## config.mk

```make
export PLATFORM = sky130hd
export DESIGN_NAME = hazard_forward_unit
export DESIGN_NICKNAME = d
export VERILOG_FILES = /design/src/rtl/hazard_forward_unit.sv
export SDC_FILE = /design/constraint.sdc
export NUM_CORES = 1
export LEC_CHECK = 0
export BUFFER_PORTS_ARGS = -buffer_cell sky130_fd_sc_hd__buf_2
export CAP_MARGIN = 0
export CORE_MARGIN = 3
export CORE_UTILIZATION = 41
export DETAILED_ROUTE_END_ITERATION = 7
export HOLD_SLACK_MARGIN = 0.02
export PLACE_DENSITY = 0.74
export SLEW_MARGIN = 10
export SYNTH_ARGS = -nofsm -noshare
export SYNTH_HDL_FRONTEND = slang
export SYNTH_SLANG_ARGS = --single-unit
export TNS_END_PERCENT = 30
```

## constraint.sdc

```tcl
create_clock -name clk -period 1.2 [get_ports clk]
set_input_delay 0.24 -clock clk [delete_from_list [all_inputs] [get_ports clk]]
set_output_delay 0.24 -clock clk [all_outputs]
set_load 0.05 [all_outputs]
```

## src/rtl/hazard_forward_unit.sv

```systemverilog
// -----------------------------------------------------------------------------
// hazard_forward_unit
//
// Scoreboard-based hazard and forwarding controller for the 16-bit five-stage
// pipeline. It tracks the destination register of each instruction in EX, MEM
// and WB. From that state it produces the decode stage's operand-select codes
// and its stall request.
//
// Optional feature macro: HAZARD_STATS_EN
//   When defined, the block adds a saturating stall_count output. The counter
//   increments on every edge where a stall is taken.
//
// Ports:
//   clk           pipeline clock, rising edge
//   reset         asynchronous, active-high reset
//   RA, RB        decode source registers (already SRC1/SRC2-muxed)
//   useA, useB    decode instruction reads operand A / B
//   id_reg_write  decode instruction writes a register
//   id_rd         decode destination register
//   id_is_load    decode instruction is a load
//   flush         taken branch/jump kills the decode instruction this cycle
//   freeze        whole-pipeline hold (memory wait)
//   ForwardA/B    00 regfile, 01 AluResult, 10 MemoryResult, 11 WBResult
//   stall         hold PC and IF/ID, and insert a bubble into EX
//   stall_count   stall statistics (HAZARD_STATS_EN only)
// -----------------------------------------------------------------------------
module hazard_forward_unit #(
  parameter int STALL_CNT_W = 16
) (
  input  logic                   clk,
  input  logic                   reset,
  input  logic [2:0]             RA,
  input  logic [2:0]             RB,
  input  logic                   useA,
  input  logic                   useB,
  input  logic                   id_reg_write,
  input  logic [2:0]             id_rd,
  input  logic                   id_is_load,
  input  logic                   flush,
  input  logic                   freeze,
  output logic [1:0]             ForwardA,
  output logic [1:0]             ForwardB,
`ifdef HAZARD_STATS_EN
  output logic [STALL_CNT_W-1:0] stall_count,
`endif
  output logic                   stall
);

  // Scoreboard entries. Index 0 = EX, 1 = MEM, 2 = WB.
  logic [2:0]      sb_valid_reg;
  logic [2:0]      sb_load_reg;
  logic [2:0][2:0] sb_rd_reg;

  logic            id_valid;
  logic            ex_valid_next;
  logic [1:0]      load_hit;
  logic [1:0][1:0] fwd_sel;

  // R0 is hard-wired, so writes to it never create a dependency.
  assign id_valid      = id_reg_write && (id_rd != 3'b000);
  // A stalled or killed decode instruction enters EX as a bubble.
  assign ex_valid_next = id_valid && !stall && !flush;

  always_ff @(posedge clk or posedge reset) begin
    if (reset) begin
      sb_valid_reg <= '0;
      sb_load_reg  <= '0;
      sb_rd_reg    <= '0;
    end else if (!freeze) begin
      sb_valid_reg <= {sb_valid_reg[1:0], ex_valid_next};
      sb_load_reg  <= {sb_load_reg[1:0], id_is_load && ex_valid_next};
      sb_rd_reg    <= {sb_rd_reg[1:0], id_rd};
    end
  end

  // One forwarding lane per source operand: gi = 0 is A, gi = 1 is B.
  for (genvar gi = 0; gi < 2; gi++) begin : gen_fwd
    logic [2:0] src;
    logic       use_src;
    logic [1:0] sel;

    if (gi == 0) begin : gen_a
      assign src     = RA;
      assign use_src = useA;
    end else begin : gen_b
      assign src     = RB;
      assign use_src = useB;
    end

    // Youngest producer wins. A load in EX has no data yet, so it does not
    // forward. The lane then falls through to older stages. The stall logic
    // covers that case.
    always_comb begin
      sel = 2'b00;
      if (use_src) begin
        if (sb_valid_reg[0] && (sb_rd_reg[0] == src) && !sb_load_reg[0])
          sel = 2'b01;
        else if (sb_valid_reg[1] && (sb_rd_reg[1] == src))
          sel = 2'b10;
        else if (sb_valid_reg[2] && (sb_rd_reg[2] == src))
          sel = 2'b11;
      end
    end

    assign load_hit[gi] = use_src && sb_valid_reg[0] && sb_load_reg[0] &&
                          (sb_rd_reg[0] == src);
    assign fwd_sel[gi]  = sel;
  end

  assign ForwardA = fwd_sel[0];
  assign ForwardB = fwd_sel[1];

  // A flushed instruction is being killed, so it must not stall. While
  // frozen, nothing advances, so a stall would be meaningless.
  assign stall = (|load_hit) && !flush && !freeze;

`ifdef HAZARD_STATS_EN
  logic [STALL_CNT_W-1:0] stall_count_reg;

  always_ff @(posedge clk or posedge reset) begin
    if (reset)
      stall_count_reg <= '0;
    else if (stall && !freeze && !(&stall_count_reg))
      stall_count_reg <= stall_count_reg + 1'b1;
  end

  assign stall_count = stall_count_reg;
`endif

endmodule

```

==> results of run 1 <==
-- layout by cell type, fill, tap and decap left out --
cell / Yosys / final
a21boi_4: 0 / 2
a21oi_4: 0 / 3
buf_2: 1 / 16
buf_4: 0 / 16
buf_6: 0 / 5
clkbuf_4: 0 / 3
clkinv_2: 0 / 1
dfrtp_1: 13 / 11
dfrtp_2: 0 / 2
dlygate4sd3_1: 0 / 1
inv_1: 2 / 2
mux2_1: 8 / 8
mux2_2: 3 / 3
nand2_1: 4 / 4
nand2b_4: 0 / 2
nand3_1: 1 / 1
nand4_1: 8 / 8
nor2_1: 1 / 1
nor2b_1: 1 / 1
o21ai_1: 1 / 1
o311ai_0: 1 / 1
o31ai_2: 1 / 1
xnor2_1: 18 / 13
xnor2_2: 0 / 5
-- stage by stage --
stage	utilization [%]	std cells	setup slack [ps]
CTS	67.8	136	-577
detailed placement	62.1	130	-402
global route	68.7	136	-654
global placement	62.1	130	-309
finish	68.7	136	-526
floorplan	-	70	-255
-- Yosys cell counts --
| cell type | count | area share [%] |
|---|---|---|
| a21boi_1 | 2 | 1.9 |
| a21oi_1 | 2 | 1.3 |
| a21oi_2 | 1 | 1.1 |
| buf_2 | 1 | 0.65 |
| dfrtp_1 | 13 | 42 |
| inv_1 | 2 | 0.97 |
| mux2_1 | 8 | 12 |
| mux2_2 | 3 | 4.4 |
| nand2_1 | 4 | 1.9 |
| nand2b_1 | 2 | 1.6 |
| nand3_1 | 1 | 0.65 |
| nand4_1 | 8 | 6.5 |
| nor2_1 | 1 | 0.49 |
| nor2b_1 | 1 | 0.81 |
| o21ai_1 | 1 | 0.65 |
| o311ai_0 | 1 | 1.1 |
| o31ai_2 | 1 | 1.6 |
| xnor2_1 | 18 | 20 |
-- critical path: cells and delay by family (launching register included) --
kind            cells  cell delay, ps
compound gates      1             180
xor+xnor            1             200
buf+inv             1             170
flops               1             450
simple gates        1             210
-- area by class of cell --
cell class,count,area (um2)
fillers,145,546
multi-input cells,54,539
inverters,2,7.51
clock inverters,1,5.00
flip-flops and latches,13,328
clock buffers,3,22.5
repair buffers,38,267
well taps,25,31.3
-- where the power goes --
part / leakage, nW / switching [mW] / internal [mW] / total (mW)
Combinational: 0.365 / 0.168 / 0.235 / 0.403
Sequential: 0.157 / 0.0694 / 0.497 / 0.566
Clock: 0.0177 / 0.141 / 0.124 / 0.264
-- repair_timing --
item | CTS | global route
setup buffers | 1 | 0
endpoints found under the hold margin | 13 | 0
resized for setup | 14 | 3
hold buffers | 1 | 0
setup endpoints to repair | 7 | 7
pin swaps | 12 | 3
-- cell families (layout without fill, tap and decap cells) --
logic type             after synthesis  count (layout)  share of synthesized area [%]
XOR/XNOR                            18              18                           20.4
AND/OR/NAND/NOR                     17              17                           12.0
flip-flops                          13              13                           42.1
multiplexers                        11              11                           16.0
AO/OA/AOI/OAI                        8               8                           7.78
buffers and inverters                3              44                           1.62
-- per-layer routing --
metal / global-route usage [%] / wire, um / up-vias
met5: 0 / 0 / -
met4: 11.1 / 53 / 0
met3: 2.75 / 49 / 5
met2: 33.0 / 952 / 14
met1: 19.2 / 744 / 307
li1: - / - / 333
-- worst paths after layout --
path,start,end,slack [ps]
setup / recovery,sb_rd_reg[2]$_DFFE_PP0N_,ForwardA[0],-530
hold reg to reg,sb_valid_reg[2]$_DFFE_PP0N_,sb_valid_reg[2]$_DFFE_PP0N_,560
hold / removal,id_rd[2],sb_rd_reg[2]$_DFFE_PP0N_,180
max in group asynchronous,reset,sb_rd_reg[2]$_DFFE_PP0N_,330
min in group asynchronous,reset,sb_rd_reg[6]$_DFFE_PP0N_,520
setup reg to reg,sb_rd_reg[0]$_DFFE_PP0N_,sb_load_reg[0]$_DFFE_PP0N_,-110
==> key figures, run 1 <==
Outcome
  – Outcome: complete, but fails checks
  – Failing checks: setup timing

Place
  – Post-DP HPWL: 1.48 mm
  – Area post-placement: 1080 um2
  – Routability Congestion: roughly 0.86
  – Port Buffers: 21

Critical path
  – Crit path max fanout: 3
  – Worst-path cell chain: xnor2_2 -> nand4_1 -> a21boi_4 -> buf_6
  – Worst r2r path cells: 5
  – CP peak stage delay: ~450 ps
  – Setup Crit Path Kind: register to output pin
  – Slowest cell on crit path: dfrtp_2
  – Critical path launch point type: register
  – Critical path arrival: 1490 ps
  – Worst setup EP type: output pin
  – CP required: about 960 ps

STA
  – Min Tclk post-route: 1730 ps
  – Worst slew pin tran: a little under 500 ps
  – Fin crit share: 144%
  – Final setup vio count: 7
  – RSZ-0062 raised after global routing: yes
  – Final hold slack: 182 ps
  – Slew headroom: between 60 and 70%
  – Setup_tns: -2800 ps
  – Max Clk Rate: 579 MHz
  – Final WS setup: -526 ps
  – Slew Limit Fails: 0
  – Clk_skew: approximately 0.46 ps
  – Final hold vios: 0

Cells and area
  – Post-route cell area: approximately 1200 um2
  – Layout cells sized above 1: roughly 53%
  – Max reg flops: 9
  – Synthesis-to-finish area growth: 55.4%
  – Number of diodes: 0
  – Nets@finish: approximately 130

Global route
  – Largest net degree at the start of global routing: 14
  – GRT Total Usage: about 18%
  – Gr ovfl total: 0
  – Initial antenna violation count: 0
  – Vias in the first global route: 755
  – First-pass GRT wire length: 3.28 mm

Floorplanning
  – Core area: 1750 um2
  – Initial Utilization: 44.2%
  – Die W: approximately 49 um
  – Die Y: 49.4 um
  – Die area: approximately 2400 um2
  – Num ports: 22
  – Rows: 15

Clocking
  – CTS tree: built
  – CTS sink count: 13
  – H-tree Lvls: 1
  – Worst-skew pair later-pin latency: 280 ps
  – Clock slew at reported path FFs: 70 ps
  – Longest Clk Path Bufs: 2
  – CTS buffer count: 3
  – Clock root buffer: clkbuf_4

Yosys
  – Mapped Cells: 70
  – Synth Area per Inst: between 10 and 15 um2
  – Post-Syn Area: 772 um2
  – Sequential fraction of the synthesis area: roughly 42%
  – Syn_nets: a little under 90
  – Unique masters post-synth: 18
  – Warnings, synthesis: 0
  – Synth Register Bits: 13

Route
  – 1st-iter DRT viols: 6
  – Via Count: approximately 660
  – Routed Antenna Nets: 0
  – DR WL/cell: around 13 um
  – Final wirelength: 1.80 mm
  – Via-to-Cell Ratio: roughly 4.8
  – # DRC: 0
  – Drt pass-1 iters: 4

Min path
  – Hold Path Depth: 2
  – Hold crit path type: primary input to register

Run
  – Max cap viols: 0

Power
  – Tot Pwr: 1.23 mW
  – Worst vdd ir: 729 uV
  – Cell leakage power: between 0.5 and 0.6 nW
  – Pwr Density: ~1000 nW/um2
Note: power is estimated with default switching activity, not from simulation.
==> inputs of run 2 (changes only) <==
--- a/config.mk
+++ b/config.mk
@@ -8,10 +8,10 @@
 export BUFFER_PORTS_ARGS = -buffer_cell sky130_fd_sc_hd__buf_2
 export CAP_MARGIN = 0
 export CORE_MARGIN = 3
-export CORE_UTILIZATION = 41
+export CORE_UTILIZATION = 49
 export DETAILED_ROUTE_END_ITERATION = 7
 export HOLD_SLACK_MARGIN = 0.02
-export PLACE_DENSITY = 0.74
+export PLACE_DENSITY = 0.85
 export SLEW_MARGIN = 10
 export SYNTH_ARGS = -nofsm -noshare
 export SYNTH_HDL_FRONTEND = slang
==> run 2 against run 1 <==
The flow still finishes with violations (setup timing). Worst hold slack better by 21 ps. Fmax fell by 3.3%. First-iteration DRC count rose to 4.3 times the previous value. Critical path depth up 1.
==> key figures, run 2 (synthesis gave the netlist of run 1 again) <==
Outcome
  – Outcome: complete, but fails checks
  – Failing checks: setup timing

Clocking
  – Worst-skew pair later-pin latency: 270 ps (about the same)
  – Clock slew at reported path FFs: 80 ps (about the same)
  – Longest Clk Path Bufs: 2 (unchanged)
  – CTS buffer count: 3 (unchanged)
  – Clock root buffer: clkbuf_4
  – CTS tree: built
  – CTS sink count: 13 (unchanged)
  – H-tree Lvls: 1 (unchanged)

Power
  – Logic pwr share: 35.7% (+3.1 points)
  – Worst vdd ir: 1020 uV (+39%)
  – Cell-internal power: 0.895 mW (+4.6%)
  – Pwr Density: 1070 nW/um2 (+3.8%)
  – Clock share of power: 19.7% (-1.7 points)
  – Cell leakage power: 0.577 nW (+6.9%)
  – Flop pwr share: 44.6% (-1.3 points)
  – Switch Pwr: 0.437 mW (+16%)
  – Net Sw Frac: 32.8% (+2.2 points)

Place
  – Port Buffers: 21 (unchanged)
  – Post-DP HPWL: 1.55 mm (+5.0%)
  – Area post-placement: 1080 um2 (-0.46%)
  – Routability Congestion: 0.831 (-3.9%)

Global route
  – Vias in the first global route: 845 (+12%)
  – Initial antenna violation count: 0 (unchanged)
  – GRT Total Usage: 26.4% (+8.4 points)
  – Largest net degree at the start of global routing: 14 (unchanged)
  – First-pass GRT wire length: 3.84 mm (+17%)
  – Gr ovfl total: 0 (unchanged)

Critical path
  – Crit. Startpoint: sb_rd_reg[2]$_DFFE_PP0N_
  – R2r startpoint: sb_rd_reg[0]$_DFFE_PP0N_
  – CP required: 960 ps (about the same)
  – Crit path to: ForwardB[1]
  – Critical path launch point type: register
  – R2R Setup Slk: -140 ps (-30 ps)
  – Crit path max fanout: 3 (unchanged)
  – Reg-to-reg endpoint: sb_load_reg[0]$_DFFE_PP0N_
  – Worst setup EP type: output pin
  – Worst r2r path cells: 5 (unchanged)
  – Critical path arrival: 1540 ps (+50 ps)
  – Setup Crit Path Kind: register to output pin

Cells and area
  – Commonest non-fill, non-tap cell in the layout: buf_4
  – Post-route cell area: 1250 um2 (+4.1%)
  – Commonest cells after routing, fill and taps aside: 21 x buf_4, 16 x buf_2, 9 x xnor2_2, 9 x xnor2_1
  – Finished Core Util: 90.3% (+22 points)
  – Max reg flops: 9 (unchanged)
  – Number of diodes: 0 (unchanged)
  – Nets@finish: 133 (+3.1%)
  – Layout cells sized above 1: 61.7% (+8.6 points)
  – Synthesis-to-finish area growth: 61.8%

Floorplanning
  – Num ports: 22 (unchanged)
  – Initial Utilization: 55.8% (+12 points)
  – Die Y: 45.7 um (-7.5%)
  – Core area: 1380 um2 (-21%)
  – Rows: 13 (-2)
  – Die W: 45.7 um (-7.5%)
  – Die area: 2090 um2 (-14%)

STA
  – Slew headroom: 67.2% (-0.39 points)
  – Slew Limit Fails: 0 (unchanged)
  – Fin crit share: 149% (+4.8 points)
  – RSZ-0062 raised after global routing: yes
  – Clk_skew: 2.05 ps (+1.58 ps)
  – Min Tclk post-route: 1780 ps (+58.1 ps)
  – Final hold vios: 0 (unchanged)
  – Worst slew pin tran: 492 ps (+5.91 ps)
  – Final WS setup: -584 ps (-58.1 ps)
  – Final setup vio count: 7 (unchanged)
  – Max Clk Rate: 561 MHz (-3.3%)

Run
  – Max cap viols: 0 (unchanged)

Route
  – Final wirelength: 2.71 mm (+51%)
  – Routed Antenna Nets: 0 (unchanged)
  – Drt pass-1 iters: 4 (unchanged)
  – Via-to-Cell Ratio: 6.12 (+26%)
  – DR WL/cell: 20.8 um (+58%)
  – Via Count: 796 (+21%)
  – # DRC: 0 (unchanged)
  – 1st-iter DRT viols: 26 (+20)

Min path
  – Hold crit path type: primary input to register
run 2: changes by cell type in the layout (fill, tap and decap cells not counted), sizes merged:
cell	previous run	this run
buf	37	41
run 2: worst min-delay path by stage:
stage               startpoint                    endpoint  depth (start not counted)
global route          id_rd[1]    sb_rd_reg[1]$_DFFE_PP0N_                          2
floorplan                reset  sb_load_reg[0]$_DFFE_PP0N_                          1
detailed placement       reset    sb_rd_reg[0]$_DFFE_PP0N_                          2
finish                id_rd[2]    sb_rd_reg[2]$_DFFE_PP0N_                          2
CTS                   id_rd[0]    sb_rd_reg[0]$_DFFE_PP0N_                          2
global placement         reset    sb_rd_reg[5]$_DFFE_PP0N_                          2
run 2: through the flow:
| stage | std cells | worst slack [ps] | TNS (ps) | power [mW] | hold WS [ps] |
|---|---|---|---|---|---|
| detailed placement | 121 | -359 | -1890 | 0.947 | 283 |
| finish | 130 | -584 | -3090 | 1.33 | 203 |
| global route | 130 | -639 | -3510 | 1.39 | 213 |
| global placement | 121 | -300 | -1520 | 0.926 | 270 |
| floorplan | 70 | -255 | -1440 | 0.789 | 117 |
| CTS | 129 | -525 | -2700 | 1.26 | 209 |
run 2: layer usage:
| layer | GRT usage (%) | routed length, um | up-vias | share of wire [%] |
|---|---|---|---|---|
| met2 | 46.8 | 1380 | 54 | 51 |
| met5 | 0 | 0 | - | 0 |
| li1 | - | - | 340 | - |
| met3 | 3.95 | 167 | 16 | 6.2 |
| met1 | 28.9 | 1000 | 386 | 37 |
| met4 | 17.0 | 159 | 0 | 5.9 |
run 2: final cells by class:
cell class	count	area [um2]
flip-flops and latches	13	333
well taps	15	18.8
fillers	61	134
inverters	2	7.51
clock buffers	3	22.5
repair buffers	42	293
multi-input cells	54	569
clock inverters	1	5.00
run 2: critical path: stages (launching register included):
cell and delay, ps:
dfrtp_2 470, xnor2_2 180, nand4_1 230, nand2_1 200, a21oi_4 40, buf_6 150
run 2: power by group through the flow:
stage	clock [mW]	sequential (mW)	combinational, mW
6_report	0.262	0.594	0.476
5_1_grt	0.287	0.598	0.506
4_1_cts	0.263	0.569	0.428
3_5_place_dp	0	0.571	0.376
3_3_place_gp	0	0.564	0.362
2_1_floorplan	0	0.556	0.233
run 2: what timing repair did:
action / CTS / global route
gates resized for setup: 18 / 6
pin swaps: 10 / 5
setup endpoints to repair: 7 / 7
hold endpoints to repair: 13 / 0
buffers inserted: 3 / 1
hold buffers: 1 / 0
